## config.mk

```make
export PLATFORM = sky130hd
export DESIGN_NAME = ascon_msg_padder
export DESIGN_NICKNAME = d
export VERILOG_FILES = /design/src/rtl/ascon_pkg.sv /design/src/rtl/ascon_msg_padder.sv
export SDC_FILE = /design/constraint.sdc
export NUM_CORES = 1
export LEC_CHECK = 0
export CAP_MARGIN = 20
export CORE_MARGIN = 1
export CORE_UTILIZATION = 40
export CTS_CLUSTER_DIAMETER = 120
export CTS_CLUSTER_SIZE = 16
export DETAILED_ROUTE_END_ITERATION = 8
export PLACE_DENSITY = 0.78
export SYNTH_ARGS = -nofsm -noshare
export SYNTH_HDL_FRONTEND = slang
export SYNTH_SLANG_ARGS = --single-unit
```

## constraint.sdc

```tcl
create_clock -name clk -period 2 [get_ports clk]
set_input_delay 0.2 -clock clk [delete_from_list [all_inputs] [get_ports clk]]
set_output_delay 0.2 -clock clk [all_outputs]
set_load 0.01 [all_outputs]
```

## src/rtl/ascon_pkg.sv

```systemverilog
// Shared definitions for the Ascon message padder: state encoding,
// the padding byte and the rate-to-bytes helper.
package ascon_pkg;

    typedef enum logic [0:0] {
        ST_FILL = 1'b0,
        ST_OUT  = 1'b1
    } pad_state_e;

    localparam logic [7:0] PAD_BYTE = 8'h80;

    // Number of whole bytes in a rate of the given bit width.
    function automatic int rate_bytes(input int rate);
        return rate / 8;
    endfunction

endpackage

```

## src/rtl/ascon_msg_padder.sv

```systemverilog
// Ascon message padder: packs a byte stream big-endian into RATE-bit
// blocks and applies 0x80 / zero-fill padding. A message whose length is a
// multiple of the block size is followed by an extra pad-only last block.
// Optional build macro ASCON_MSG_LEN_EN adds the msg_lenxSO byte counter.
module ascon_msg_padder
    import ascon_pkg::*;
#(
    parameter  int RATE       = 64,
    localparam int RATE_BYTES = rate_bytes(RATE)
) (
    input  logic            clk,
    input  logic            rst,
    input  logic            byte_validxSI,
    input  logic [7:0]      byte_dataxSI,
    input  logic            msg_endxSI,
    output logic            byte_readyxSO,
    output logic            blk_validxSO,
    output logic [RATE-1:0] blk_dataxSO,
    output logic            blk_lastxSO,
    input  logic            blk_readyxSI
`ifdef ASCON_MSG_LEN_EN
    ,
    output logic [31:0]     msg_lenxSO
`endif
);

    localparam int CNT_W = (RATE_BYTES > 1) ? $clog2(RATE_BYTES) : 1;
    localparam logic [CNT_W-1:0] CNT_LAST = CNT_W'(RATE_BYTES - 1);

    pad_state_e       r_state, w_state;
    logic [CNT_W-1:0] r_cnt, w_cnt;
    logic [RATE-1:0]  r_data, w_data;
    logic             r_last, w_last;
    logic             r_pad_pend, w_pad_pend;
`ifdef ASCON_MSG_LEN_EN
    logic [31:0]      r_len, w_len;
`endif

    // Write one byte into the given big-endian slot, leaving others as they are.
    function automatic logic [RATE-1:0] put_byte(input logic [RATE-1:0] d,
                                                 input int slot,
                                                 input logic [7:0] b);
        logic [RATE-1:0] r;
        r = d;
        for (int i = 0; i < RATE_BYTES; i++) begin
            r[RATE-1-8*i -: 8] = (i == slot) ? b : r[RATE-1-8*i -: 8];
        end
        return r;
    endfunction

    // Place the pad byte at the slot and zero every slot after it.
    function automatic logic [RATE-1:0] pad_from(input logic [RATE-1:0] d,
                                                 input int slot);
        logic [RATE-1:0] r;
        r = d;
        for (int i = 0; i < RATE_BYTES; i++) begin
            r[RATE-1-8*i -: 8] = (i == slot) ? PAD_BYTE :
                                 ((i > slot) ? 8'h00 : r[RATE-1-8*i -: 8]);
        end
        return r;
    endfunction

    // Next-state logic: byte packing, padding and block hand-off.
    always_comb begin
        w_state    = r_state;
        w_cnt      = r_cnt;
        w_data     = r_data;
        w_last     = r_last;
        w_pad_pend = r_pad_pend;
`ifdef ASCON_MSG_LEN_EN
        w_len      = r_len;
`endif
        case (r_state)
            ST_FILL: begin
`ifdef ASCON_MSG_LEN_EN
                if (byte_validxSI) begin
                    w_len = r_len + 32'd1;
                end else begin
                    w_len = r_len;
                end
`endif
                if (byte_validxSI && msg_endxSI) begin
                    w_data  = put_byte(r_data, int'(r_cnt), byte_dataxSI);
                    w_state = ST_OUT;
                    w_cnt   = '0;
                    if (r_cnt == CNT_LAST) begin
                        // Block is full: the pad goes into a follow-on block.
                        w_last     = 1'b0;
                        w_pad_pend = 1'b1;
                    end else begin
                        w_data = pad_from(w_data, int'(r_cnt) + 1);
                        w_last = 1'b1;
                    end
                end else if (byte_validxSI) begin
                    w_data = put_byte(r_data, int'(r_cnt), byte_dataxSI);
                    if (r_cnt == CNT_LAST) begin
                        w_state = ST_OUT;
                        w_last  = 1'b0;
                        w_cnt   = '0;
                    end else begin
                        w_cnt = r_cnt + CNT_W'(1);
                    end
                end else if (msg_endxSI) begin
                    w_data  = pad_from(r_data, int'(r_cnt));
                    w_state = ST_OUT;
                    w_last  = 1'b1;
                    w_cnt   = '0;
                end else begin
                    w_state = ST_FILL;
                end
            end
            ST_OUT: begin
                if (blk_readyxSI) begin
`ifdef ASCON_MSG_LEN_EN
                    if (r_last) begin
                        w_len = 32'd0;
                    end else begin
                        w_len = r_len;
                    end
`endif
                    if (r_pad_pend) begin
                        w_data     = pad_from('0, 0);
                        w_pad_pend = 1'b0;
                        w_last     = 1'b1;
                    end else begin
                        w_data  = '0;
                        w_last  = 1'b0;
                        w_state = ST_FILL;
                        w_cnt   = '0;
                    end
                end else begin
                    w_state = ST_OUT;
                end
            end
            default: begin
                w_state    = ST_FILL;
                w_cnt      = '0;
                w_data     = '0;
                w_last     = 1'b0;
                w_pad_pend = 1'b0;
            end
        endcase
    end

    // State and datapath registers with synchronous active-low reset.
    always_ff @(posedge clk) begin
        if (!rst) begin
            r_state    <= ST_FILL;
            r_cnt      <= '0;
            r_data     <= '0;
            r_last     <= 1'b0;
            r_pad_pend <= 1'b0;
`ifdef ASCON_MSG_LEN_EN
            r_len      <= 32'd0;
`endif
        end else begin
            r_state    <= w_state;
            r_cnt      <= w_cnt;
            r_data     <= w_data;
            r_last     <= w_last;
            r_pad_pend <= w_pad_pend;
`ifdef ASCON_MSG_LEN_EN
            r_len      <= w_len;
`endif
        end
    end

    assign byte_readyxSO = (r_state == ST_FILL);
    assign blk_validxSO  = (r_state == ST_OUT);
    assign blk_dataxSO   = r_data;
    assign blk_lastxSO   = r_last;
`ifdef ASCON_MSG_LEN_EN
    assign msg_lenxSO    = r_len;
`endif

endmodule

```

# Yosys cells after proc, flatten, opt, wreduce, memory -nomap -nowiden
# Cells that the tools add are included.
word_totals:
  mem_bits_ro: 0
  inputBits: 13
  word_cells: 144
  memories: 0
  register_bits: 70
  latch_bits: 0
  mem_bits_rw: 0
  output_inout_bits: 67
classes:
  n_shift: 0
  multipliers: 0
  n_lt_le_gt_ge: 15
  mux: 71
  reduce_logical: 14
  bitwise: 1
  eq_ne: 29
  div_mod_pow: 0
  add_sub_neg: 2
ops:
  columns: ["operator", "n"]
  rows:
  - ["$mux W64", 6]
  - ["$mux W8", 39]
  - ["$pmux W64 S2", 1]
  - ["$ne A5 B2 Y1 const B", 7]
  - ["$reduce_and A3 Y1", 11]
  - ["$logic_not A32 Y1", 1]
  - ["$mux W3", 6]
  - ["$eq A3 B4 Y1 const A", 4]
  - ["$gt A3 B4 Y1 const A", 4]
  - ["$mux W1", 15]
  - ["$eq A3 B3 Y1 const A", 4]
  - ["$gt A3 B3 Y1 const A", 4]
  - ["$eq A2 B4 Y1 const A", 2]
  - ["$gt A1 B4 Y1 const A", 2]
  - ["$gt A2 B4 Y1 const A", 2]
  - ["$ne A4 B2 Y1 const B", 2]
  - ["$eq A2 B3 Y1 const A", 2]
  - ["$gt A2 B3 Y1 const A", 2]
  - ["$pmux W1 S2", 3]
  - ["$pmux W3 S2", 1]
  - ["$add A3 B1 Y4 const B", 1]
  - ["$eq A1 B4 Y1 const A", 1]
  - ["$ne A2 B1 Y1 const B", 2]
  - ["$ne A2 B2 Y1 const B", 2]
  - ["other kinds (8)", 8]

# Logic depth before layout (Yosys ltp)
depth:
  depth_word: 7
  ltp_mapped: 8

# Least setup slack after synthesis
# Ideal clock, no wire load.
synth_timing:
  path_kind: "reg-to-reg"
  from: "reg r_cnt[2]"
  to: "reg r_data[55] (netlist: blk_dataxSO[55])"
  path_stages_with_launch: 9
  t_arrival_ns: 1.872
  n_path_buf: 2
  setup_slack_ns: 0.010
  period_less_slack_ns: 1.990
  path_cell_list: "dfxtp_1 > buf_2 > inv_1 > ha_1 > buf_2 > nor3b_2 > o22ai_1 > a211o_1 > a32o_1"
synth_via:
  elab_chain_cells: 7
synth_lines:
  columns: ["element", "line", "text"]
  rows:
  - ["from (decl)", "ascon_msg_padder.sv:31", "logic [CNT_W-1:0] r_cnt, w_cnt;"]
  - ["from (signal assigned)", "ascon_msg_padder.sv:158", "r_cnt <= w_cnt;"]
  - ["$add A3 B1 Y4 / $eq A2 B3 Y1 (equally long branches)", "ascon_msg_padder.sv:91, ascon_msg_padder.sv:46, ascon_msg_padder.sv:57", null]
  - ["$gt A1 B4 Y1 / $mux W8 (equally long branches)", null, null]
  - ["$mux W8", "ascon_msg_padder.sv:58", "((i > slot) ? 8'h00 : r[RATE-1-8*i -: 8]);"]
  - ["$mux W8", "ascon_msg_padder.sv:57", "r[RATE-1-8*i -: 8] = (i == slot) ? PAD_BYTE :"]
  - ["$mux W64", "ascon_msg_padder.sv:86", "if (r_cnt == CNT_LAST) begin"]
  - ["$mux W64", "ascon_msg_padder.sv:82", "if (byte_validxSI && msg_endxSI) begin"]
  - ["$pmux W64 S2", "ascon_msg_padder.sv:73", "case (r_state)"]
  - ["to (signal assigned)", "ascon_msg_padder.sv:159", "r_data <= w_data;"]
  - ["to (decl)", "ascon_msg_padder.sv:32", "logic [RATE-1:0] r_data, w_data;"]
# Several ways; a longest one is shown, not always the timed one. The select of a mux whose other input is x is not followed.
# A chain may end at the register's enable or synchronous reset.

# Final worst setup path
layout_timing:
  from: "reg r_cnt[0]"
  to: "reg r_data[30] (netlist: blk_dataxSO[30])"
layout_via:
  elab_chain_cells: 7
layout_lines:
  columns: ["element", "line"]
  rows:
  - ["$add A3 B1 Y4 / $eq A3 B3 Y1 (equally long branches)", "ascon_msg_padder.sv:91, ascon_msg_padder.sv:46, ascon_msg_padder.sv:57"]
  - ["$gt A3 B4 Y1 / $mux W8 (equally long branches)", null]
  - ["$mux W8", "ascon_msg_padder.sv:58"]
  - ["$mux W8", "ascon_msg_padder.sv:57"]
  - ["$mux W64", "ascon_msg_padder.sv:86"]
  - ["$mux W64", "ascon_msg_padder.sv:82"]
  - ["$pmux W64 S2", "ascon_msg_padder.sv:73"]
# Several ways; a longest one is shown, not always the timed one. The select of a mux whose other input is x is not followed.

==> impl_metrics.env <==
export IMPL_start_util_pct=41.3
export IMPL_skew_ns=0.00685
export IMPL_finalHoldViolations=0
export IMPL_ant_nets=0
export IMPL_place_area_mm2=0.00475
export IMPL_worstSkewPairLatency_ns=0.35
export IMPL_synth_cells=385
export IMPL_overflow=0
export IMPL_min_period_over_period_pct=95.6
export IMPL_p_int_w=0.00226
export IMPL_slowest_stage="dfxtp_1"
export IMPL_die_area_mm2=0.00940
export IMPL_yosysTopAreaCell="dfxtp_1"
export IMPL_sw_frac_of_total_pct=27.4
export IMPL_ys_warn_count=0
export IMPL_place_gp_congestion=1.01
export IMPL_pre_cts_slack_ns=-0.0218
export IMPL_netlist_area_leader_share_pct=38.9
export IMPL_vias=3483
export IMPL_cts_tree="built"
export IMPL_post_synth_xor_area_fraction_pct=0
export IMPL_rsz0062_at_grt="no"
export IMPL_avgSynthCellArea_um2=9.36
export IMPL_critPathMaxStageDelay_ns=0.36
export IMPL_routedWlPerCell_um=18.5
export IMPL_num_rows=34
export IMPL_antenna_found_initial=0
export IMPL_ys_seq_elements=70
export IMPL_drc=0
export IMPL_clkTransAtPathRegs_ns=0.07
export IMPL_finalSetupViolCount=0
export IMPL_numCtsBuffers=9
export IMPL_cp_required_ns=2.24
export IMPL_fin_crit_ns=1.91
export IMPL_nFillCells=747
export IMPL_slew_violations=0
export IMPL_dr_first_iter_drc_count=229
export IMPL_cp_common_cell="ha_2"
export IMPL_max_freq_mhz=523
export IMPL_synth_most_common_cell="dfxtp_1"
export IMPL_synth_compound_area_share_pct=24.0
export IMPL_tightest_slew_ns=0.526
export IMPL_grt_start_max_net_pins=16
export IMPL_combinationalPowerShare_pct=16.3
export IMPL_synth_ff_type="dfxtp_1"
export IMPL_fin_nets=515
export IMPL_timing_final_ws_setup_ns=0.0875
export IMPL_hold_end="blk_dataxSO[63]"
export IMPL_design_area_mm2=0.00507
export IMPL_synth_commonest_cells="dfxtp_1, nor2_1, mux2i_1, a21oi_1, nand2_1"
export IMPL_synth_top_family_by_area="compound AO/OA/AOI/OAI gates"
export IMPL_end_kind="flop"
export IMPL_cts_buffer_depth=2
export IMPL_diodes=0
export IMPL_cts_sinks=70
export IMPL_track_usage_pct=24.3
export IMPL_clock_root_buffer="clkbuf_8"
export IMPL_die_h_um=96.9
export IMPL_rr_worst_depth=7
export IMPL_vias_per_cell=5.74
export IMPL_core_mm2=0.00872
export IMPL_drive_above_1_share_pct=24.2
export IMPL_hp_start="blk_dataxSO[63]"
export IMPL_grt_pass1_wl_mm=18.1
export IMPL_hpwl_mm=8.16
export IMPL_syn_area_mm2=0.00360
export IMPL_seq_power_share_pct=46.5
export IMPL_critical_path_class="flop to flop"
export IMPL_hold_depth=2
export IMPL_p_switching_w=0.000853
export IMPL_path_cells="ha_2 -> ha_2 -> nor2b_1 -> o211ai_1 -> a211oi_2 -> buf_4 -> nor3_1"
export IMPL_run_status="complete, no violations"
export IMPL_ir_drop_v=0.000555
export IMPL_critPathLaunchType="flop"
export IMPL_grt_pass1_vias=3530
export IMPL_power_density_mw_per_mm2=615
export IMPL_area_growth_pct=40.6
export IMPL_regToRegSetupSlack_ns=0.09
export IMPL_dr_pass1_iters=6
export IMPL_yosysUniqueCellTypes=61
export IMPL_timing_rr_end="blk_dataxSO[30]"
export IMPL_p_clk_share_pct=37.2
export IMPL_synth_area_top_cells="dfxtp_1, mux2i_1, o221a_2, nor2_1, o21a_1"
export IMPL_cp_max_fo=7
export IMPL_synth_adder_area_share_pct=2.78
export IMPL_muxShareOfSynthArea_pct=12.4
export IMPL_hold_class="flop to flop"
export IMPL_async_reset_ff_share_pct=0
export IMPL_port_buffers=79
export IMPL_synth_simple_area_share_pct=16.3
export IMPL_synth_seq_area_share_pct=38.9
export IMPL_ios=80
export IMPL_cp_arrival_ns=2.15
export IMPL_synth_edff_count=0
export IMPL_cts_htree_levels=3
export IMPL_slew_headroom_pct=64.8
export IMPL_syn_nets=406
export IMPL_reg2reg_from="r_cnt[0]"
export IMPL_power_leakage_nw=2.04
export IMPL_wl_mm=11.2
export IMPL_die_w_um=96.9
export IMPL_max_cap_violations=0
-- registers in the layout, summed over array words and instances (netlist names) --
name and flops:
blk_lastxSO 1, blk_validxSO 1, blk_dataxSO 64, r_cnt 3
r_pad_pend 1
-- metal layers --
| layer | wire [um] | global-route usage [%] | vias up |
|---|---|---|---|
| li1 | - | - | 1628 |
| met1 | 4830 | 30.1 | 1657 |
| met2 | 5290 | 40.0 | 164 |
| met3 | 783 | 6.29 | 34 |
| met4 | 318 | 9.99 | 0 |
| met5 | 0 | 0 | - |
-- layout by cell type, fill, tap and decap left out, types with 10 or more instances in the layout --
master,count
nand2_1,17
mux2i_1,39
clkdlybuf4s50_1,79
buf_4,50
a21oi_1,21
dfxtp_1,68
o21ai_0,15
clkbuf_8,10
nor2_1,40
inv_1,10
nor3_1,11
o221a_2,14
o21a_1,16
-- final cells by class --
class | count | area, um^2 | share of cell area [%]
tap | 108 | 135 | 2.67
timing repair buffer | 130 | 1190 | 23.4
sequential | 70 | 1400 | 27.7
multi-input combinational | 273 | 2110 | 41.6
inverter | 10 | 37.5 | 0.740
clock buffer | 11 | 141 | 2.79
clock inverter | 5 | 58.8 | 1.16
-- logic make-up after synthesis --
group	after synthesis
flip-flops	70
AND/OR/NAND/NOR	109
multiplexers	44
adder cells (fa/ha/maj)	8
AO/OA/AOI/OAI	112
buffers and inverters	42
-- worst max-delay path: cells and delay by family (launching register included) --
kind / cells / cell delay (ns)
adder cells (fa/ha/maj): 2 / 0.53
flip-flops: 1 / 0.36
buffers and inverters: 1 / 0.18
AND/OR/NAND/NOR: 2 / 0.34
AO/OA/AOI/OAI: 2 / 0.39
-- power by group through the flow --
| stage | logic (W) | clock network, W | registers (W) |
|---|---|---|---|
| 6_report | 0.000507 | 0.00116 | 0.00145 |
| 3_3_place_gp | 0.000473 | 0 | 0.00148 |
| 5_1_grt | 0.000535 | 0.00125 | 0.00146 |
| 3_5_place_dp | 0.000479 | 0 | 0.00148 |
| 4_1_cts | 0.000487 | 0.00118 | 0.00145 |
| 2_1_floorplan | 0.000251 | 0 | 0.00149 |
-- repair_timing --
item / in CTS / in global routing
buffers inserted: 0 / 1
pin swaps: 0 / 1
cloned: 0 / 0
resized for setup: 3 / 20
hold buffers: 0 / 0
setup endpoints to repair: 11 / 59
-- stage by stage --
stage                     cells  utilization (%)  total power [W]  setup TNS, ns  hold WS (ns)
final                       607             58.1          0.00312              0         0.481
after global routing        607             58.1          0.00324              0         0.508
after CTS                   606             57.1          0.00312        -0.0117         0.482
after detailed placement    590             54.5          0.00196         -0.116         0.471
after global placement      590             54.5          0.00195              0         0.467
after floorplan             385                -          0.00174              0         0.402
-- worst max-delay path by stage --
stage / from / to / slack [ns] / cells after the start
floorplan: r_cnt[2] / blk_dataxSO[55] / 0.01 / 8
global placement: byte_validxSI / blk_dataxSO[24] / 0.002 / 6
detailed placement: byte_validxSI / blk_dataxSO[27] / -0.02 / 6
CTS: r_cnt[1] / blk_dataxSO[8] / -0.007 / 6
global route: r_cnt[0] / blk_dataxSO[9] / 0.02 / 6
finish: r_cnt[0] / blk_dataxSO[30] / 0.09 / 7
Note: power is estimated with default switching activity, not from simulation.
